$ cat src/rtl/ifetch.sv
// ifetch: single-issue fetch stage with a one-entry skid buffer so a decode stall
// never drops or replays a word already returned by instruction memory.
module ifetch #(
    parameter logic [31:0] RESET_PC = 32'h0
) (
    input  logic        clk,
    input  logic        rst,
    input  logic        stall,
    input  logic        redir,
    input  logic [31:0] redir_pc,
    output logic        imem_req,
    output logic [31:0] imem_addr,
    input  logic        imem_ready,
    input  logic [31:0] imem_rdata,
    output logic [31:0] pco,
    output logic [31:0] insto,
    output logic        vo
);
    typedef enum logic {FETCH, HOLD} state_t;
    state_t      state_q, state_d;
    logic [31:0] pc_q, pc_d, pco_q, pco_d, insto_q, insto_d, skid_pc_q, skid_pc_d, skid_inst_q, skid_inst_d;
    logic        vo_q, vo_d, can_load, accept;
    assign can_load  = !vo_q || !stall;
    assign accept    = state_q == FETCH && imem_ready && !redir;
    assign imem_req  = state_q == FETCH;
    assign imem_addr = pc_q;
    assign pco       = pco_q;
    assign insto     = insto_q;
    assign vo        = vo_q;
    always_comb begin
        state_d     = state_q;
        pc_d        = pc_q;
        pco_d       = pco_q;
        insto_d     = insto_q;
        vo_d        = vo_q;
        skid_pc_d   = skid_pc_q;
        skid_inst_d = skid_inst_q;
        if (redir) begin
            pc_d    = redir_pc;
            vo_d    = 1'b0;
            state_d = FETCH;
        end else if (state_q == FETCH) begin
            if (accept) begin
                pc_d = pc_q + 32'd1;
                if (can_load) begin
                    pco_d   = pc_q;
                    insto_d = imem_rdata;
                    vo_d    = 1'b1;
                end else begin
                    // decode is full: park the returned word until it drains
                    skid_pc_d   = pc_q;
                    skid_inst_d = imem_rdata;
                    state_d     = HOLD;
                end
            end else if (can_load) begin
                vo_d = 1'b0;
            end
        end else if (!stall) begin
            pco_d   = skid_pc_q;
            insto_d = skid_inst_q;
            vo_d    = 1'b1;
            state_d = FETCH;
        end
    end
    always_ff @(posedge clk or posedge rst) begin
        if (rst) begin
            state_q     <= FETCH;
            pc_q        <= RESET_PC;
            pco_q       <= '0;
            insto_q     <= '0;
            vo_q        <= 1'b0;
            skid_pc_q   <= '0;
            skid_inst_q <= '0;
        end else begin
            state_q     <= state_d;
            pc_q        <= pc_d;
            pco_q       <= pco_d;
            insto_q     <= insto_d;
            vo_q        <= vo_d;
            skid_pc_q   <= skid_pc_d;
            skid_inst_q <= skid_inst_d;
        end
    end
endmodule
$ cat config.mk
export PLATFORM = sky130hd
export DESIGN_NAME = ifetch
export DESIGN_NICKNAME = d
export VERILOG_FILES = /design/src/rtl/ifetch.sv
export SDC_FILE = /design/constraint.sdc
export NUM_CORES = 1
export LEC_CHECK = 0
export CAP_MARGIN = 30
export CORE_MARGIN = 2
export CORE_UTILIZATION = 40
export CTS_BUF_LIST = sky130_fd_sc_hd__clkbuf_16
export CTS_CLUSTER_DIAMETER = 60
export DETAILED_ROUTE_END_ITERATION = 8
export PLACE_DENSITY = 0.72
export SYNTH_ARGS = -nofsm -noshare
export SYNTH_HDL_FRONTEND = slang
export SYNTH_SLANG_ARGS = --single-unit
$ cat constraint.sdc
create_clock -name clk -period 7.2 [get_ports clk]
set_input_delay 1.8 -clock clk [delete_from_list [all_inputs] [get_ports clk]]
set_output_delay 1.8 -clock clk [all_outputs]
set_load 0.02 [all_outputs]
**Word-level counts from Yosys, hierarchy flattened**

Index checks and enable logic that the tools add are counted.

- Logic and storage cells: 50
- Input bits: 69
- Bits in registers: 162

- Eq/ne operators: 3
- $add $sub $neg: 1
- Bitwise logic cells: 3
- Reduce and logical (&&, ||, !) cells: 14
- Multiplexer cells: 22

Operators by type and width:

| operator | count |
|---|---|
| 32-bit 2-to-1 mux | 11 |
| 32-bit by 1-bit adder with 32-bit output, second input constant | 1 |
| 1-bit 2-to-1 mux | 11 |
| 4-bit AND reduction | 2 |
| 2-bit nonzero test | 3 |
| 2-bit inequality test, second input constant | 2 |
| 2-bit AND reduction | 2 |
| 1-bit logical NOT | 3 |
| 3-bit inequality test, second input constant | 1 |
| 1-bit NOT | 3 |
| 3-bit nonzero test | 1 |
| 1-bit logical AND | 2 |
| 1-bit logical OR | 1 |

**Depth between registers and ports, before layout**

- Depth in word-level cells: 6
- Mapped depth: 7

**Least setup slack after synthesis**

Ideal clock, no wire load.

- Kind: input port to flip-flop
- Start: in imem_ready
- End: reg skid_inst_q[0]
- Setup time: 0.125 ns
- Slack: 4.122 ns
- Arrival time: 2.954 ns
- Stages on the path: 6
- Path through: nor2b_1 buf_2 and3_1 buf_2 buf_2 mux2_2

- Cells in the longest elaborated chain, start to end: 3

RTL lines:

| element | RTL line | text |
|---|---|---|
| from (decl) | 13 | `input logic imem_ready,` |
| 1-bit logical AND (2 in series) | 24 | `assign accept = state_q == FETCH && imem_ready && !redir;` |
| 4-bit AND reduction (no line) | - |  |
| to (signal assigned) | 81 | `skid_inst_q <= skid_inst_d;` |
| to (decl) | 21 | `logic [31:0] pc_q, pc_d, pco_q, pco_d, insto_q, insto_d, skid_pc_q, skid_pc_d, skid_inst_q, skid_inst_d;` |

Every way passes these cells.
A chain may end at the register's enable or synchronous reset.

**Worst setup path in the final report**

- Start: in imem_ready
- End: reg skid_inst_q[2]

The elaborated chain is that of the path after synthesis.

==> impl_metrics.prom <==
# TYPE chip_impl_metric gauge
chip_impl_info{name="result_of_the_run",value="finished, final reports clean"} 1
chip_impl_metric{name="io_buffers",unit=""} 166
chip_impl_metric{name="via_count_of_the_first_global_routing_pass",unit=""} 5262
chip_impl_metric{name="num_clock_sinks",unit=""} 162
chip_impl_info{name="endpoint_kind",value="flip-flop"} 1
chip_impl_metric{name="ys_seq_area_frac",unit=""} 0.550
chip_impl_metric{name="total_leakage_power",unit="nW"} 3.87
chip_impl_metric{name="post_layout_minimum_cycle_time",unit="ns"} 3.89
chip_impl_metric{name="mappedNetlistArea",unit="sq um"} 7370
chip_impl_metric{name="overall_die_width",unit="um"} 140
chip_impl_metric{name="pin_count",unit=""} 167
chip_impl_metric{name="grt_max_degree",unit=""} 94
chip_impl_metric{name="vdd_ir_drop_max",unit="uV"} 180
chip_impl_info{name="min-delay-start",value="skid_pc_q[24]"} 1
chip_impl_metric{name="period_share",unit=""} 0.540
chip_impl_metric{name="postSynthNetCount",unit=""} 735
chip_impl_metric{name="routed_wire_length_per_instance",unit="um"} 16.4
chip_impl_info{name="rr_endpoint",value="skid_inst_q[2]"} 1
chip_impl_metric{name="layout-drive-gt1-share",unit=""} 0.131
chip_impl_metric{name="global_route.overflow_total",unit=""} 0
chip_impl_metric{name="layout.filler_cells",unit=""} 1625
chip_impl_metric{name="finalSetupViolations",unit=""} 0
chip_impl_info{name="critPathLaunchType",value="primary input"} 1
chip_impl_metric{name="vias",unit=""} 5464
chip_impl_metric{name="path_clk_slew",unit="ns"} 0.06
chip_impl_metric{name="tritoncts.num_buffers",unit=""} 17
chip_impl_metric{name="postSynthCellCount",unit=""} 665
chip_impl_metric{name="worst_r2r_path_depth",unit=""} 3
chip_impl_info{name="startpoint",value="imem_ready"} 1
chip_impl_metric{name="initial_utilization",unit=""} 0.409
chip_impl_metric{name="maxCapViolCount",unit=""} 0
chip_impl_metric{name="synth-edff-count",unit=""} 0
chip_impl_metric{name="pins_over_slew_limit",unit=""} 0
chip_impl_metric{name="tns",unit="ns"} 0
chip_impl_info{name="worst_r2r_startpoint",value="state_q"} 1
chip_impl_metric{name="slew-limit-headroom",unit=""} 0.378
chip_impl_metric{name="num-nets-final",unit=""} 879
chip_impl_metric{name="required",unit="ns"} 7.50
chip_impl_info{name="dominantRegCellSynth",value="dfrtp_1"} 1
chip_impl_metric{name="grt_first_pass_wirelength",unit="um"} 28000
chip_impl_metric{name="synthDominantCellAreaShare",unit=""} 0.550
chip_impl_info{name="netlist_top_cells_area",value="dfrtp_1 (55%), mux2_2 (9.8%), mux2i_1 (8.8%), a21oi_1 (4.4%), nor2_1 (4.0%)"} 1
chip_impl_metric{name="num_antenna_cells",unit=""} 0
chip_impl_metric{name="timing_worst_slew_pin_value",unit="ns"} 0.933
chip_impl_metric{name="worst-endpoint-arrival",unit="ns"} 4.19
chip_impl_metric{name="cp_max_fo",unit=""} 65
chip_impl_info{name="critical_path.endpoint",value="skid_inst_q[2]"} 1
chip_impl_metric{name="detailedRoute.firstPassIterationCount",unit=""} 4
chip_impl_metric{name="hold_viol",unit=""} 0
chip_impl_metric{name="setup.reg_to_reg.worst_slack",unit="ns"} 4.67
chip_impl_metric{name="power.density",unit="nW/um^2"} 287
chip_impl_metric{name="clock_insertion_delay_worst_skew",unit="ns"} 0.43
chip_impl_metric{name="final_gp_congestion",unit=""} 0.830
chip_impl_metric{name="post_synth.cell_area_avg",unit="sq um"} 11.1
chip_impl_metric{name="cts_resized",unit=""} 0
chip_impl_metric{name="antenna_found_initial",unit=""} 0
chip_impl_metric{name="area_growth",unit="%"} 32.8
chip_impl_info{name="min_path_type",value="flip-flop to flip-flop"} 1
chip_impl_metric{name="postCtsSetupBuffers",unit=""} 0
chip_impl_metric{name="postLayoutSetupSlackWorst",unit="ns"} 3.31
chip_impl_metric{name="cts_htree_levels",unit=""} 4
chip_impl_metric{name="flops_latches_synth",unit=""} 162
chip_impl_info{name="rsz0062_at_grt",value="false"} 1
chip_impl_info{name="timing.setup.critical_path_class",value="primary input to flip-flop"} 1
chip_impl_info{name="post-synth-top-area-cell",value="dfrtp_1"} 1
chip_impl_metric{name="routed_wire_length",unit="um"} 17200
chip_impl_metric{name="drcViolationCount",unit=""} 0
chip_impl_metric{name="maxClockFrequency",unit="MHz"} 257
chip_impl_metric{name="synthDistinctLibCells",unit=""} 38
chip_impl_metric{name="final_setup_skew",unit="ns"} 0.0137
chip_impl_metric{name="postSynth.asyncResetShare",unit=""} 1.00
chip_impl_info{name="cts_tree",value="done"} 1
chip_impl_metric{name="ant_nets",unit=""} 0
chip_impl_metric{name="floorplan.die_area",unit="sq um"} 19500
chip_impl_metric{name="fp-row-count",unit=""} 49
chip_impl_metric{name="preCtsSetupSlack",unit="ns"} 2.60
chip_impl_metric{name="yosys_warnings",unit=""} 0
chip_impl_metric{name="core-area",unit="sq um"} 18000
chip_impl_metric{name="detailedPlacementHpwl",unit="um"} 11200
chip_impl_metric{name="floorplan.die.height",unit="um"} 140
chip_impl_metric{name="detail_route.vias_per_cell",unit=""} 5.20
chip_impl_info{name="cts_root_buf",value="clkbuf_16"} 1
chip_impl_metric{name="drt_first_iter_violations",unit=""} 340
chip_impl_metric{name="cts_hold_buffers",unit=""} 0
chip_impl_metric{name="grt_usage",unit=""} 0.178
chip_impl_metric{name="cts_max_path_buffers",unit=""} 2
==> area by class of cell <==
class,instances,area [sq um],share of cell area
clock inverter,15,166,0.0170
multi-input combinational,447,3090,0.316
inverter,9,38.8,0.00396
tap,229,287,0.0293
timing repair buffer,172,1720,0.176
clock buffer,17,425,0.0435
sequential,162,4060,0.414
==> cells by family after synthesis <==
logic type | Yosys count | share of synthesized area
buf+inv | 56 | 0.0319
simple gates | 191 | 0.128
xor+xnor | 12 | 0.0143
fa+ha+maj | 1 | 0.00170
compound gates | 114 | 0.0885
flops | 162 | 0.550
mux | 129 | 0.186
==> power by group <==
group / internal, mW / switching (mW) / total (mW) / leakage, nW
combinational: 0.346 / 0.302 / 0.648 / 1.69
sequential: 1.11 / 0.135 / 1.25 / 1.89
clock: 0.543 / 0.370 / 0.912 / 0.288
total: 2.00 / 0.807 / 2.81 / 3.87
==> through the flow <==
step                      cell area [sq um]  utilization  hold WS, ns  cells  power [mW]
after global placement                 9170        0.509        0.490   1018        1.90
after global routing                   9790        0.543        0.521   1051        2.95
after detailed placement               9170        0.509        0.496   1018        1.92
after CTS                              9760        0.542        0.510   1050        2.84
final                                  9790        0.543        0.504   1051        2.81
after floorplan                        7370            -        0.480    665        1.62
==> worst min path at each step <==
stage | end | slack (ns) | cells after the start
2_1_floorplan | skid_inst_q[27] | 0.48 | 1
3_3_place_gp | skid_inst_q[22] | 0.49 | 1
3_5_place_dp | skid_inst_q[14] | 0.50 | 1
4_1_cts | skid_pc_q[3] | 0.51 | 1
5_1_grt | skid_inst_q[12] | 0.52 | 1
6_report | skid_pc_q[24] | 0.50 | 1
==> critical path, cell delays in order <==
cell             delay [ns]
clkdlybuf4s50_1        0.60
nor2b_1                0.44
and3_4                 0.90
mux2_2                 0.42
==> routing by layer <==
layer / global-route usage / vias to the layer above / routed length (um)
met3: 0.0430 / 13 / 774
met1: 0.265 / 2653 / 8400
met2: 0.262 / 127 / 7850
met5: 0 / - / 0
li1: - / 2671 / -
met4: 0.0453 / 0 / 208
==> registers in the layout (all words and copies together), names as in the netlist <==
| signal | count |
|---|---|
| skid_inst_q | 32 |
| state_q | 1 |
| pco | 32 |
| vo | 1 |
| insto | 32 |
| skid_pc_q | 32 |
| imem_addr | 32 |
==> placed cells by master, fill, tap and decap left out, types with 2 or more instances in the layout <==
master           instances
clkdlybuf4s50_1        165
dfrtp_1                161
nor2_1                  79
mux2i_1                 65
a21oi_1                 65
mux2_2                  64
nand2_1                 33
nand3_1                 18
nand4_1                 17
o21ai_0                 17
clkbuf_16               17
inv_1                    9
o31ai_1                  9
nor3_1                   8
a31oi_1                  8
xnor2_1                  8
and4_1                   7
nor2b_1                  6
or4_1                    6
and3_1                   5
buf_4                    5
a22oi_1                  4
xor2_1                   4
clkinv_2                 4
o211ai_1                 3
inv_6                    3
nor4_1                   3
bufinv_16                3
clkinvlp_4               3
a311o_1                  2
and2_1                   2
o311ai_0                 2
a21o_1                   2
or3_1                    2
==> synth_stat cells (2+ instances only) <==
cell type and n:
mux2_2 64, a21oi_1 65, dfrtp_1 162, nand3_1 18
inv_1 9, and4_1 7, nand2_1 33, o31ai_1 9
buf_1 5, a21o_1 2, o21ai_0 17, mux2i_1 65
clkbuf_1 24, a31oi_1 8, nor4_1 3, or3_1 2
a311o_1 2, nand4_1 17, nor3_1 8, and3_1 6
nor2_1 79, xnor2_1 8, xor2_1 4, a22oi_1 4
o311ai_0 2, buf_2 17, and2_1 2, nor2b_1 6
or4_1 6, o211ai_1 3
Note: power is estimated with default switching activity, not from simulation.
